$ cat src/rtl/sys_issue_arbiter.sv
// Registered issue arbiter in front of the shared system unit.
// Picks one ready reservation station per cycle, oldest RS ID first, and force-grants any station that has waited too long.
module sys_issue_arbiter #(
  parameter int REQUESTERS   = 3,
  parameter int RS_ID_WIDTH  = 5,
  parameter int OP_WIDTH     = 32,
  parameter int CTRL_WIDTH   = 16,
  parameter int STARVE_LIMIT = 7
) (
  input  logic                          clk,
  input  logic                          rst,
  input  logic                          flush,
  input  logic                          req_valid   [REQUESTERS],
  output logic                          req_ready   [REQUESTERS],
  input  logic [RS_ID_WIDTH-1:0]        req_rs_id   [REQUESTERS],
  input  logic [OP_WIDTH-1:0]           req_op      [REQUESTERS],
  input  logic [CTRL_WIDTH-1:0]         req_control [REQUESTERS],
  output logic                          out_valid,
  input  logic                          out_ready,
  output logic [RS_ID_WIDTH-1:0]        out_rs_id,
  output logic [OP_WIDTH-1:0]           out_op,
  output logic [CTRL_WIDTH-1:0]         out_control,
  output logic [$clog2(REQUESTERS)-1:0] out_src
);

  localparam int SRC_W  = $clog2(REQUESTERS);
  localparam int WAIT_W = $clog2(STARVE_LIMIT + 1);
  localparam logic [WAIT_W-1:0] WAIT_MAX = WAIT_W'(STARVE_LIMIT);

  logic [WAIT_W-1:0]      wait_cnt [REQUESTERS];
  logic                   load;
  logic                   accept;
  logic                   any_valid;
  logic                   any_starved;
  logic [SRC_W-1:0]       starve_idx;
  logic [SRC_W-1:0]       age_idx;
  logic [SRC_W-1:0]       sel_idx;
  logic [RS_ID_WIDTH-1:0] best_id;

  // Starved stations win by lowest index; otherwise smallest RS ID, ties to the lower index.
  always_comb begin
    any_starved = 1'b0;
    starve_idx  = '0;
    any_valid   = 1'b0;
    age_idx     = '0;
    best_id     = '0;
    for (int i = REQUESTERS - 1; i >= 0; i--) begin
      if (req_valid[i] && (wait_cnt[i] == WAIT_MAX)) begin
        any_starved = 1'b1;
        starve_idx  = SRC_W'(i);
      end
    end
    for (int i = 0; i < REQUESTERS; i++) begin
      if (req_valid[i] && (!any_valid || (req_rs_id[i] < best_id))) begin
        any_valid = 1'b1;
        best_id   = req_rs_id[i];
        age_idx   = SRC_W'(i);
      end
    end
    sel_idx = any_starved ? starve_idx : age_idx;
  end

  assign load   = !rst && !flush && (!out_valid || out_ready);
  assign accept = load && any_valid;

  always_comb begin
    for (int i = 0; i < REQUESTERS; i++) begin
      req_ready[i] = accept && (sel_idx == SRC_W'(i));
    end
  end

  // Output stage; a drain with a simultaneous accept simply overwrites the entry.
  always_ff @(posedge clk or posedge rst) begin
    if (rst) begin
      out_valid   <= 1'b0;
      out_rs_id   <= '0;
      out_op      <= '0;
      out_control <= '0;
      out_src     <= '0;
    end else if (flush) begin
      out_valid <= 1'b0;
    end else if (accept) begin
      out_valid <= 1'b1;
      out_src   <= sel_idx;
      for (int i = 0; i < REQUESTERS; i++) begin
        if (req_ready[i]) begin
          out_rs_id   <= req_rs_id[i];
          out_op      <= req_op[i];
          out_control <= req_control[i];
        end
      end
    end else if (out_ready) begin
      out_valid <= 1'b0;
    end
  end

  // Wait counters keep counting through backpressure so starvation is tracked by time, not by grants.
  always_ff @(posedge clk or posedge rst) begin
    if (rst) begin
      for (int i = 0; i < REQUESTERS; i++) wait_cnt[i] <= '0;
    end else begin
      for (int i = 0; i < REQUESTERS; i++) begin
        if (flush || !req_valid[i] || req_ready[i]) begin
          wait_cnt[i] <= '0;
        end else if (wait_cnt[i] != WAIT_MAX) begin
          wait_cnt[i] <= wait_cnt[i] + 1'b1;
        end
      end
    end
  end

endmodule

$ cat config.mk
export PLATFORM = sky130hd
export DESIGN_NAME = sys_issue_arbiter
export DESIGN_NICKNAME = d
export VERILOG_FILES = /design/src/rtl/sys_issue_arbiter.sv
export SDC_FILE = /design/constraint.sdc
export NUM_CORES = 1
export LEC_CHECK = 0
export ABC_AREA = 1
export CORE_MARGIN = 2
export CORE_UTILIZATION = 32
export CTS_CLUSTER_SIZE = 10
export DETAILED_ROUTE_END_ITERATION = 16
export GPL_TIMING_DRIVEN = 0
export PLACE_DENSITY = 0.7
export SYNTH_ARGS = -nofsm -noshare
export SYNTH_HDL_FRONTEND = slang
export SYNTH_SLANG_ARGS = --single-unit
$ cat constraint.sdc
create_clock -name clk -period 5.6 [get_ports clk]
set_input_delay 1.12 -clock clk [delete_from_list [all_inputs] [get_ports clk]]
set_output_delay 1.12 -clock clk [all_outputs]
set_load 0.01 [all_outputs]
==> metrics.csv <==
stage,metric,value,unit
outcome,outcome,"finished, final reports clean",
hold_path,Tightest Hold Check Type,flip-flop to flip-flop,
worst_setup_path,data required time of the worst path,4.48,ns
worst_setup_path,internal reg-to-reg setup slack,2.83,ns
sta,Final Cycle Share,0.9676,
cts,Clock Tree Root,clkbuf_16,
cts,CTS sink count,65,
synthesis,"Cell Area, Synth",4285,um^2
cells_and_area,area grow syn2layout,67.94,%
grt,initial antenna violation count,0,
grt,gr usage total,0.2298,
power,Switching Share,0.3194,
synthesis,Synth top area share,0.3796,
routing,detailed-route via count,5164,
synthesis,sequential fraction of the synthesis area,0.3796,
worst_setup_path,crit path DAT,4.30,ns
sta,setup ws final,0.1816,ns
cells_and_area,Nets,1071,
worst_setup_path,Worst path most repeated cell,nand2_1,
floorplanning,Die Height,119.7,um
cells_and_area,final core utilization,0.5478,
sta,Slew headroom,0.4515,
cts,clock slew at reported path FFs,0.05,ns
sta,Worst-Margin Slew,0.8228,ns
synthesis,post-synth cell types,24,
routing,WL/cell,15.17,um
power,Pint,1239,uW
cells_and_area,area of the multi-input gates,2422,um^2
worst_setup_path,CP Capture Type,output port,
routing,# DRC,0,
cells_and_area,Ant. Diodes,0,
routing,DRT Pass-1 Iters,5,
synthesis,syn_area_per_cell,6.665,um^2
floorplanning,# rows,42,
synthesis,most area-consuming cells after synthesis,"dfrtp_1, nand2_1, nand4_1",
sta,fmax,184.6,MHz
flow_run,max_cap viols,0,
power,Max VDD drop,125.6,uV
hold_path,WHS Path Cells,2,
place,dpl hpwl,11.75,mm
power,switching power,581.5,uW
cts,CTS buffer count,9,
cts,CTS tree,done,
routing,"antenna viol nets, final",0,
sta,clock skew,0.006284,ns
hold_path,Min-Delay Endpoint,out_control[10]$_DFFE_PP0P_,
synthesis,Yosys reg bits,65,
routing,Via-to-Cell Ratio,4.817,
grt,largest net degree at the start of global routing,66,
floorplanning,Die Wd,119.7,um
sta,Pins Over Slew Limit,0,
cells_and_area,layout cells sized above 1,0.07143,
synthesis,biggest area consumer among synthesized cells,dfrtp_1,
power,clock share of power,0.297,
floorplanning,core footprint,13140,um^2
cells_and_area,fill count,1293,
floorplanning,die area,14330,um^2
power,Seq pwr share,0.338,
worst_setup_path,CP startpoint kind,primary input,
grt,first-pass GRT wire length,25.67,mm
worst_setup_path,Reg2Reg Launch Point,wait_cnt[3]$_DFFE_PP0P_,
worst_setup_path,Crit path largest cell delay,0.48,ns
hold_path,Min-Delay Startpoint,out_control[10]$_DFFE_PP0P_,
worst_setup_path,CP cell instances,"clkdlybuf4s50_1, nand2_1, ha_1, nand2_2, inv_1, nand2_1, nand3_1, nand2_2, nand2_4, buf_4, nand2_1, o21ai_0, ha_1, nand2_1, nor2_1, a211oi_2, nand2_1, nand2_2, nand2_2, buf_6, o21ai_4, buf_6, nor2_1, dlygate4sd2_1",
cts,Hold Buf Count CTS,0,
place,placed insts,1042,
worst_setup_path,"Max FO, Critical Path",6,
power,leak pwr,0.003650,uW
floorplanning,Initial Util,0.3262,
synthesis,Synth Warn #,0,
grt,vias in the first global route,5020,
grt,total gr overflow,0,
sta,Setup-failing EPs final,0,
routing,WL final,16.26,mm
synthesis,net count after synthesis,823,
cells_and_area,Finished Layout Cells,1072,
synthesis,synthesized instance count,643,
worst_setup_path,end of the worst register-to-register path,out_control[0]$_DFFE_PP0P_,
cells_and_area,Register Area,1627,um^2
power,Logic pwr share,0.365,
sta,Final Hold Viols,0,
routing,DRT iter0 DRCs,293,
sta,min Tclk post-route,5.418,ns
cts,CTS max path bufs,2,
place,# port buffers,223,
worst_setup_path,Setup CP Type,primary input to output port,
place,gpl congestion,0.8556,
place,pre-CTS setup slack,-0.5338,ns
cts,H-tree levels,3,
worst_setup_path,slowest stage cell on the critical path,clkdlybuf4s50_1,
cts,Skew-Pair Late Insertion Delay,0.34,ns
worst_setup_path,reg2reg path depth,13,
power,pwr dens,253.0,nW/um^2
floorplanning,io pins,225,
Yosys cell counts:
| cell type | number |
|---|---|
| o21bai_1 | 1 |
| inv_1 | 12 |
| a211oi_1 | 1 |
| clkbuf_1 | 23 |
| nand2_1 | 350 |
| nor3_1 | 1 |
| mux2i_1 | 6 |
| buf_1 | 5 |
| xor2_1 | 3 |
| buf_6 | 5 |
| inv_2 | 1 |
| nand4_1 | 54 |
| nor2_1 | 16 |
| nand2_2 | 1 |
| nand2_4 | 1 |
| a21oi_1 | 3 |
| a21oi_2 | 1 |
| buf_2 | 13 |
| buf_4 | 1 |
| o21ai_4 | 1 |
| o21ai_0 | 5 |
| dfrtp_1 | 65 |
| ha_1 | 14 |
| nand3_1 | 60 |
worst max-delay path, delay by kind of cell:
kind	cells	cell delay, ns
adder cells (fa/ha/maj)	2	0.62
buffers and inverters	6	1.23
AO/OA/AOI/OAI	3	0.40
AND/OR/NAND/NOR	13	0.94
metrics by stage:
stage / TNS (ns) / hold slack (ns) / total power, uW / cell area, um^2
3_3_place_gp: -1.123 / 0.4610 / 1266 / 6738
4_1_cts: 0 / 0.4802 / 1827 / 7077
5_1_grt: -0.02479 / 0.4977 / 1937 / 7197
6_report: 0 / 0.4789 / 1821 / 7197
2_1_floorplan: 0 / 0.5088 / 885.5 / 4285
3_5_place_dp: -1.035 / 0.4651 / 1270 / 6740
layout make-up:
class	count	share of cell area
clock buffer	10	0.03321
clock inverter	6	0.005911
inverter	13	0.007128
timing repair buffer	237	0.3246
tap	176	0.03060
sequential	65	0.2260
multi-input combinational	518	0.3366
buffer	47	0.03599
flip-flops by register name, indices dropped and copies added (netlist names):
signal	cells
wait_cnt	9
out_valid	1
out_control	16
out_src	2
out_op	32
out_rs_id	5
cell usage in the layout, fill, tap and decap left out, types with 9 or more instances in the layout:
cell and instances:
nand2_1 345, clkdlybuf4s50_1 219, dfrtp_1 65, nand3_1 60
nand4_1 54, clkbuf_1 23, nor2_1 16, buf_4 15
ha_1 12, inv_1 11, buf_6 9, buf_2 9
clkbuf_16 9
layer usage:
metal | GRT usage | share of wire | up-vias
met4 | 0.07206 | 0.010 | 0
met5 | 0 | 0 | -
met1 | 0.2858 | 0.43 | 2355
met2 | 0.3804 | 0.47 | 209
met3 | 0.07224 | 0.088 | 12
li1 | - | - | 2588
cells by family (layout without fill, tap and decap cells):
family | Yosys count | after routing | synth area share
compound gates | 12 | 12 | 0.01869
xor+xnor | 3 | 3 | 0.006133
fa+ha+maj | 14 | 14 | 0.04088
buf+inv | 60 | 313 | 0.06598
flops | 65 | 65 | 0.3796
mux | 6 | 6 | 0.01402
simple gates | 483 | 483 | 0.4747
power by group through the flow:
stage / Clock (uW) / Sequential [uW] / Combinational, uW
6_report: 540 / 616 / 664
3_3_place_gp: 0 / 621 / 645
2_1_floorplan: 0 / 663 / 223
4_1_cts: 555 / 617 / 655
5_1_grt: 578 / 628 / 732
3_5_place_dp: 0 / 622 / 648
timing repair:
action | CTS | global route
setup endpoints to repair | 3 | 3
endpoints found under the hold margin | 0 | 0
pin swaps | 1 | 3
buffers inserted | 4 | 10
resized for setup | 12 | 10
how the worst max path moves through the flow:
stage | slack (ns) | to | from
after floorplan | 0.88 | req_ready[2] | req_valid[2]
after global placement | -0.57 | req_ready[2] | req_rs_id[14]
after detailed placement | -0.53 | req_ready[2] | req_rs_id[14]
after CTS | 0.01 | req_ready[2] | req_rs_id[14]
after global routing | -0.02 | req_ready[2] | req_rs_id[13]
final | 0.18 | req_ready[2] | req_rs_id[13]
No activity file was read; power rests on OpenSTA's default activity.
